### config.mk
export PLATFORM = sky130hd
export DESIGN_NAME = frame_assembler
export DESIGN_NICKNAME = d
export VERILOG_FILES = /design/src/rtl/frame_assembler.sv
export SDC_FILE = /design/constraint.sdc
export NUM_CORES = 1
export LEC_CHECK = 0
export BUFFER_PORTS_ARGS = -buffer_cell sky130_fd_sc_hd__buf_2
export CAP_MARGIN = 20
export CORE_UTILIZATION = 30
export CTS_CLUSTER_SIZE = 30
export DETAILED_ROUTE_END_ITERATION = 12
export PLACE_DENSITY_LB_ADDON = 0.08
export SLEW_MARGIN = 20
export SYNTH_ARGS = -nofsm -noshare
export SYNTH_HDL_FRONTEND = slang
export SYNTH_SLANG_ARGS = --single-unit
### constraint.sdc
create_clock -name clk -period 2.2 [get_ports clk]
set_clock_uncertainty 0.1 [all_clocks]
set_input_delay 0.11 -clock clk [delete_from_list [all_inputs] [get_ports clk]]
set_output_delay 0.11 -clock clk [all_outputs]
set_load 0.05 [all_outputs]
### src/rtl/frame_assembler.sv
// Serial pixel to frame assembler feeding the 5x5 perceptron classifier.
// Double-buffered: a fill buffer collects pixels while the active frame is scanned.
module frame_assembler #(
    parameter int WIDTH       = 25,
    parameter int SCAN_CYCLES = 26,
    parameter int CNT_W       = 8
) (
    input  logic             clk,
    input  logic             rst,
    input  logic             pix_valid,
    input  logic             pix_data,
    input  logic             pix_sof,
    output logic             pix_ready,
    output logic [WIDTH-1:0] frame_out,
    output logic             en_out,
    input  logic [1:0]       cls_out,
    input  logic             cls_ready,
    output logic [1:0]       result,
    output logic             result_valid,
    output logic             sof_err,
    output logic [CNT_W-1:0] frames_done
);

    localparam int CW = $clog2(WIDTH + 1);

    localparam logic [0:0] IDLE = 1'b0;
    localparam logic [0:0] SCAN = 1'b1;

    logic [0:0]       state;
    logic [CW-1:0]    fill_cnt;
    logic [CW-1:0]    scan_cnt;
    logic [WIDTH-1:0] fill_buf;
    logic             fill_full;
    logic             rdy_en;
    logic             accept;
    logic             resync;
    logic             last_pix;
    logic             load;
    logic             scan_end;

    // Keeps pix_ready low until the first edge after reset is released.
    always_ff @(posedge clk or posedge rst) begin
        if (rst) rdy_en <= 1'b0;
        else     rdy_en <= 1'b1;
    end

    assign pix_ready = rdy_en & ~fill_full;
    assign accept    = pix_valid & pix_ready;
    assign resync    = accept & pix_sof & (fill_cnt != '0);
    assign last_pix  = (fill_cnt == CW'(WIDTH - 1));
    assign load      = (state == IDLE) & fill_full;
    assign scan_end  = (scan_cnt == CW'(SCAN_CYCLES - 1));

    // load and accept never coincide: load needs fill_full, accept needs !fill_full.
    always_ff @(posedge clk or posedge rst) begin
        if (rst) begin
            fill_buf  <= '0;
            fill_cnt  <= '0;
            fill_full <= 1'b0;
            sof_err   <= 1'b0;
        end else begin
            sof_err <= resync;
            if (load) fill_full <= 1'b0;
            if (accept) begin
                if (resync) begin
                    fill_buf <= {{(WIDTH-1){1'b0}}, pix_data};
                    fill_cnt <= CW'(1);
                end else begin
                    fill_buf[fill_cnt] <= pix_data;
                    if (last_pix) begin
                        fill_full <= 1'b1;
                        fill_cnt  <= '0;
                    end else begin
                        fill_cnt <= fill_cnt + CW'(1);
                    end
                end
            end
        end
    end

    always_ff @(posedge clk or posedge rst) begin
        if (rst) begin
            state       <= IDLE;
            scan_cnt    <= '0;
            en_out      <= 1'b0;
            frame_out   <= '0;
            frames_done <= '0;
        end else begin
            case (state)
                IDLE: begin
                    if (fill_full) begin
                        frame_out <= fill_buf;
                        scan_cnt  <= '0;
                        en_out    <= 1'b1;
                        state     <= SCAN;
                    end
                end
                SCAN: begin
                    if (scan_end) begin
                        state       <= IDLE;
                        en_out      <= 1'b0;
                        frames_done <= frames_done + CNT_W'(1);
                    end else begin
                        scan_cnt <= scan_cnt + CW'(1);
                    end
                end
                default: begin
                    state  <= IDLE;
                    en_out <= 1'b0;
                end
            endcase
        end
    end

    always_ff @(posedge clk or posedge rst) begin
        if (rst) begin
            result       <= 2'b00;
            result_valid <= 1'b0;
        end else begin
            result_valid <= cls_ready & en_out;
            if (cls_ready && en_out) result <= cls_out;
        end
    end

endmodule

# After elaboration in Yosys (flattened, before gate mapping)
# Cells that the tools add are included.
[totals] reg_bits=76 output_inout_bits=39 wordCells=56
[classes] add_sub_neg=3 magnitude_cmp=2 n_eq_ne=5 mux=19 n_bitwise=8 n_reduce_logical=7
[ops] cell="bitwise mux 25 bit" count=1
[ops] cell="2-to-1 mux 25 bit" count=1
[ops] cell="2-to-1 mux 5 bit" count=4
[ops] cell="adder 5 x 1 -> 5 bit (second input constant)" count=2
[ops] cell="== test 5 bit (second input constant)" count=2
[ops] cell="one-hot mux 5 bit (2 select lines)" count=1
[ops] cell="2-to-1 mux 1 bit" count=9
[ops] cell="adder 8 x 1 -> 8 bit (second input constant)" count=1
[ops] cell="AND reduction 2 bit" count=4
[ops] cell="bitwise AND 1 bit" count=6
[ops] cell="< comparator 5 x 6 -> 1 bit (second input constant)" count=1
[ops] cell="demux 1 bit (select 5 bit)" count=1
[ops] cell=">= comparator 5 x 1 -> 1 bit (second input constant)" count=1
[ops] cell="nonzero test 5 bit" count=1
[ops] cell="inequality test 2 bit (second input constant)" count=2
[ops] cell="one-hot mux 1 bit (2 select lines)" count=2
[ops] cell="logical AND 1 bit" count=2
[ops] cell="inequality test 2 x 1 -> 1 bit (second input constant)" count=1
[ops] cell="NOT 1 bit" count=2

# Logic depth before layout (Yosys ltp)
[logic_depth] ltp_word=7 mapped_depth=9

# Worst setup path after synthesis
# OpenSTA, ideal clock, no wires.
[synth_path] path_type="register to register" from="register fill_cnt[0]" to="register fill_buf[19]" setup_ps=78 t_arrival_ps=2185 slack_ps=-163 path_stages_with_launch=9 n_path_buf=2 synth_period_minus_slack_ps=2363 path_cell_list="dfrtp_1 inv_1 ha_1 buf_2 or4b_4 and2_4 buf_6 or4_4 o2bb2ai_1"
[synth_via] elab_chain_len=6
[synth_rtl] element="from (decl)" line_no="30" source="logic [CW-1:0] fill_cnt;"
[synth_rtl] element="from (signal assigned)" line_no="74" source="fill_cnt <= fill_cnt + CW'(1);"
[synth_rtl] element="< comparator 5 x 6 -> 1 bit (not written as such) or >= comparator 5 x 1 -> 1 bit (tied branches)" line_no="69" source="fill_buf[fill_cnt] <= pix_data;"
[synth_rtl] element="logical AND 1 bit (not written as such)" line_no="69"
[synth_rtl] element="2-to-1 mux 1 bit (not written as such)" line_no="69"
[synth_rtl] element="demux 1 bit (select 5 bit)" line_no="69"
[synth_rtl] element="bitwise mux 25 bit" line_no="69"
[synth_rtl] element="2-to-1 mux 25 bit *" line_no="65" source="if (resync) begin"
[synth_rtl] element="to (signal assigned)" line_no="66" source="fill_buf <= {{(WIDTH-1){1'b0}}, pix_data};"
[synth_rtl] element="to (signal, indexed assignment)" line_no="69"
[synth_rtl] element="to (decl)" line_no="32" source="logic [WIDTH-1:0] fill_buf;"
# Every way passes the cells marked *; elsewhere a longest branch is shown, timed or not.
# A chain may end at the register's enable or synchronous reset.

# Worst setup path in the final report
[layout_path] from="register fill_cnt[1]" to="register fill_buf[19]"
# The elaborated chain is that of the path after synthesis.

==> flow_results.xml <==
<?xml version="1.0" encoding="UTF-8"?>
<metrics>
  <group name="power">
    <metric name="p_comb_share" unit="%">21.2</metric>
    <metric name="power.density" unit="nW/um^2">931</metric>
    <metric name="share_seq_of_total_power" unit="%">39.4</metric>
    <metric name="finalPower" unit="uW">4060</metric>
    <metric name="power.net_switching" unit="uW">1200</metric>
    <metric name="power.internal" unit="uW">2870</metric>
    <metric name="power.leakage" unit="uW">0.00213</metric>
    <metric name="switching_share" unit="%">29.5</metric>
    <metric name="clock_power_share" unit="%">39.4</metric>
    <metric name="irDropWorstVdd" unit="mV">0.508</metric>
  </group>
  <group name="floorplan">
    <metric name="floorplan.core_area" unit="um^2">11000</metric>
    <metric name="design.die.area" unit="um^2">12000</metric>
    <metric name="die_h" unit="um">109</metric>
    <metric name="fp.dieW" unit="um">109</metric>
    <metric name="placementRows" unit="">38</metric>
    <metric name="initial_core_utilization" unit="%">31.3</metric>
    <metric name="io_pins" unit="">47</metric>
  </group>
  <group name="clocking">
    <metric name="clock_path_buffers" unit="">2</metric>
    <metric name="clock_tree_root" unit="">clkbuf_16</metric>
    <metric name="cts_sinks" unit="">76</metric>
    <metric name="htree_levels" unit="">3</metric>
    <metric name="tritoncts.num_buffers" unit="">9</metric>
    <metric name="path_clk_slew" unit="ns">0.06</metric>
    <metric name="cts_tree" unit="">yes</metric>
    <metric name="clk_latency" unit="ns">0.34</metric>
  </group>
  <group name="synthesis">
    <metric name="synth-simple-area-share" unit="%">13.0</metric>
    <metric name="synthesis.area_per_instance" unit="um^2">11.2</metric>
    <metric name="post-synth-top-count-cell" unit="">dfrtp_1</metric>
    <metric name="netlist_top_cells_count" unit="">dfrtp_1, o21ai_0, mux2_2</metric>
    <metric name="synth.distinct_cells" unit="">40</metric>
    <metric name="ys_seq_area_share" unit="%">55.0</metric>
    <metric name="synth_nets" unit="">325</metric>
    <metric name="synth-seq-cells" unit="">76</metric>
    <metric name="main_combinational_cell_family_by_area_after_synthesis" unit="">compound AO/OA/AOI/OAI gates</metric>
    <metric name="dominantRegCellSynth" unit="">dfrtp_1</metric>
    <metric name="syn-cell-area" unit="um^2">3460</metric>
    <metric name="ys_warn_count" unit="">0</metric>
    <metric name="post-synth-top-area-fraction" unit="%">55.0</metric>
    <metric name="syn_inst" unit="">310</metric>
    <metric name="synth_compound_area_share" unit="%">14.2</metric>
    <metric name="synth_enable_flop_cells" unit="">0</metric>
    <metric name="synth-adder-area-share" unit="%">2.53</metric>
    <metric name="yosys.area.top_type" unit="">dfrtp_1</metric>
    <metric name="muxShareOfSynthArea" unit="%">9.08</metric>
    <metric name="synth-async-reset-ratio" unit="%">100</metric>
    <metric name="synth_top_cells_by_area" unit="">dfrtp_1, mux2_2, o21ai_0</metric>
    <metric name="synthXorXnorAreaFrac" unit="%">2.28</metric>
  </group>
  <group name="run">
    <metric name="maxCapViolations" unit="">0</metric>
  </group>
  <group name="global_route">
    <metric name="gr-usage-met3" unit="%">5.04</metric>
    <metric name="grt_pass1_vias" unit="">2463</metric>
    <metric name="antenna_found_initial" unit="">0</metric>
    <metric name="grt_first_pass_wirelength" unit="mm">12.9</metric>
    <metric name="globalRouteTotalUtil" unit="%">14.6</metric>
    <metric name="met2_track_demand_over_resource" unit="%">20.9</metric>
    <metric name="grt_overflow_total" unit="">0</metric>
    <metric name="largest_net_degree_at_the_start_of_global_routing" unit="">77</metric>
    <metric name="grt_most_used_layer" unit="">met2</metric>
    <metric name="met1_usage_in_global_routing" unit="%">20.2</metric>
  </group>
  <group name="route">
    <metric name="vias_per_cell" unit="">4.91</metric>
    <metric name="route.antenna.remaining_nets" unit="">0</metric>
    <metric name="drt_drc_violations_left" unit="">0</metric>
    <metric name="routed-via-count" unit="">2544</metric>
    <metric name="wire_per_inst" unit="um">15.3</metric>
    <metric name="drtIter0Drc" unit="">106</metric>
    <metric name="detail_route.first_pass.iterations" unit="">4</metric>
    <metric name="detail_route.wirelength" unit="mm">7.92</metric>
  </group>
  <group name="placement">
    <metric name="placed_cells_incl_taps" unit="">496</metric>
    <metric name="dpl_worst_slack" unit="ns">0.0519</metric>
    <metric name="place.detailed.hpwl" unit="mm">5.27</metric>
    <metric name="portBuffers" unit="">46</metric>
    <metric name="globalplace.congestion" unit="">0.758</metric>
  </group>
  <group name="hold_path">
    <metric name="min-delay-path-class" unit="">input pin to flip-flop</metric>
  </group>
  <group name="setup_path">
    <metric name="start_kind" unit="">flip-flop</metric>
    <metric name="arrival_time_of_data_at_the_critical_path_endpoint" unit="ns">2.32</metric>
    <metric name="timing.critical_path.buf_inv" unit="">1</metric>
    <metric name="worst_ep_required_time" unit="ns">2.36</metric>
    <metric name="slowest_stage" unit="">or4_4</metric>
    <metric name="cp_max_fo" unit="">9</metric>
    <metric name="crit_path_cell_trace" unit="">inv_2 &gt; ha_4 &gt; or4b_4 &gt; and2_4 &gt; or4_4 &gt; o2bb2ai_2</metric>
    <metric name="critical_path.top_delay_family" unit="">simple AND/OR/NAND/NOR gates</metric>
    <metric name="cp_slowest_stage_delay" unit="ns">0.53</metric>
    <metric name="setup.worst_path.end_class" unit="">flip-flop</metric>
    <metric name="criticalPathCategory" unit="">flip-flop to flip-flop</metric>
  </group>
  <group name="sta">
    <metric name="holdWs" unit="ns">0.163</metric>
    <metric name="timing.max_slew.rel_slack" unit="%">61.5</metric>
    <metric name="timing.final.max_slew_violations" unit="">0</metric>
    <metric name="rsz_0062_raised_after_global_routing" unit="">yes</metric>
    <metric name="fmax" unit="MHz">463</metric>
    <metric name="timing.final.crit_share" unit="%">98.2</metric>
    <metric name="finalWorstSetupSlack" unit="ns">0.0405</metric>
    <metric name="setup_viol_count_final" unit="">0</metric>
    <metric name="finalWorstPathRequiredPeriod" unit="ns">2.16</metric>
    <metric name="actual_transition_at_the_worst_max_transition_pin" unit="ns">0.575</metric>
    <metric name="hold_viol" unit="">0</metric>
  </group>
  <group name="run_status">
    <metric name="status" unit="">complete, no violations</metric>
  </group>
  <group name="finish">
    <metric name="synthToLayoutAreaGrowth" unit="%">26.3</metric>
    <metric name="total_nets_final" unit="">389</metric>
    <metric name="final_core_utilization" unit="%">39.6</metric>
    <metric name="drive_above_1_share" unit="%">32.3</metric>
    <metric name="layout.cells.non_filler" unit="">518</metric>
    <metric name="antennaDiodeCount" unit="">0</metric>
  </group>
</metrics>
## final timing paths
kind / startpoint / to / slack, ns / cells past startpoint
max: fill_cnt[1] / fill_buf[19] / 0.04 / 6
min: pix_sof / sof_err / 0.16 / 3
max reg2reg: fill_cnt[1] / fill_buf[19] / 0.04 / 6
min reg2reg: frames_done[7] / frames_done[7] / 0.37 / 1
max in group asynchronous: rst / fill_buf[3] / 1.37 / 4
min in group asynchronous: rst / frame_out[6] / 0.30 / 4
## flip-flops by register name (all words and copies together) (netlist names)
signal        cells
fill_buf         25
rdy_en            1
sof_err           1
fill_cnt          5
scan_cnt          5
en_out            1
fill_full         1
result_valid      1
result            2
state             1
frames_done       8
frame_out        25
## final cells by class
class                           count  area (um^2)
Timing Repair Buffer               70          435
Tap cell                          140          175
Inverter                           13         50.0
Multi-Input combinational cell    204         1480
Sequential cell                    76         1900
Fill cell                        1101         6670
Clock buffer                       11          253
Clock inverter                      4         72.6
## repair_timing
item                       4_1_cts  5_1_grt
hold endpoints to repair        80        0
setup endpoints to repair        0       19
hold buffers                     5        0
setup buffers                    0        2
gates resized for setup          0        7
## through the flow
step	instance area (um^2)	setup TNS, ns
after floorplan	3480	-0.278
after global placement	3940	0
after detailed placement	3940	0
after CTS	4310	0
after global routing	4370	-0.127
final	4370	0
## metal layers
| metal | wire [um] | vias to the layer above |
|---|---|---|
| met2 | 3500 | 55 |
| li1 | - | 1232 |
| met1 | 3920 | 1247 |
| met5 | 0 | - |
| met3 | 378 | 10 |
| met4 | 123 | 0 |
## layout by cell type (no fill, tap or decap), types with 2 or more instances in the layout
cell	n
a22oi_1	3
nor2_1	19
and2_1	2
nor3_1	3
inv_1	10
dlygate4sd3_1	5
nand3b_1	2
mux2_2	27
a22o_1	9
inv_2	2
clkbuf_16	9
and4b_1	2
xor2_1	4
nand4_1	7
a32oi_1	3
o21ai_1	3
clkinv_2	2
o2bb2ai_2	4
o21ai_0	42
buf_4	18
dfrtp_1	76
bufinv_16	2
nand2_1	16
xnor2_1	5
nand2b_1	8
a32o_1	4
nor3b_1	2
ha_1	6
clkbuf_8	2
buf_2	46
a21oi_1	4
nand3_1	14
## power by group through the flow
stage	Clock (uW)	Combinational (uW)	Sequential [uW]
after floorplan	0	485	1730
after global placement	0	839	1630
after detailed placement	0	840	1630
after CTS	1660	850	1610
after global routing	1730	952	1630
final	1600	860	1600
## worst reg2reg max path, cell delays in order (launching register included)
cell	delay, ns
dfrtp_1	0.42
inv_2	0.10
ha_4	0.12
or4b_4	0.49
and2_4	0.19
or4_4	0.53
o2bb2ai_2	0.13
## cell families after synthesis
group                    Yosys count
multiplexers                      28
other                              1
XOR/XNOR                           9
AND/OR/NAND/NOR                   84
adder cells (fa/ha/maj)            7
AO/OA/AOI/OAI                     75
flip-flops                        76
buffers and inverters             30
Power figures use the tool's default switching activity.
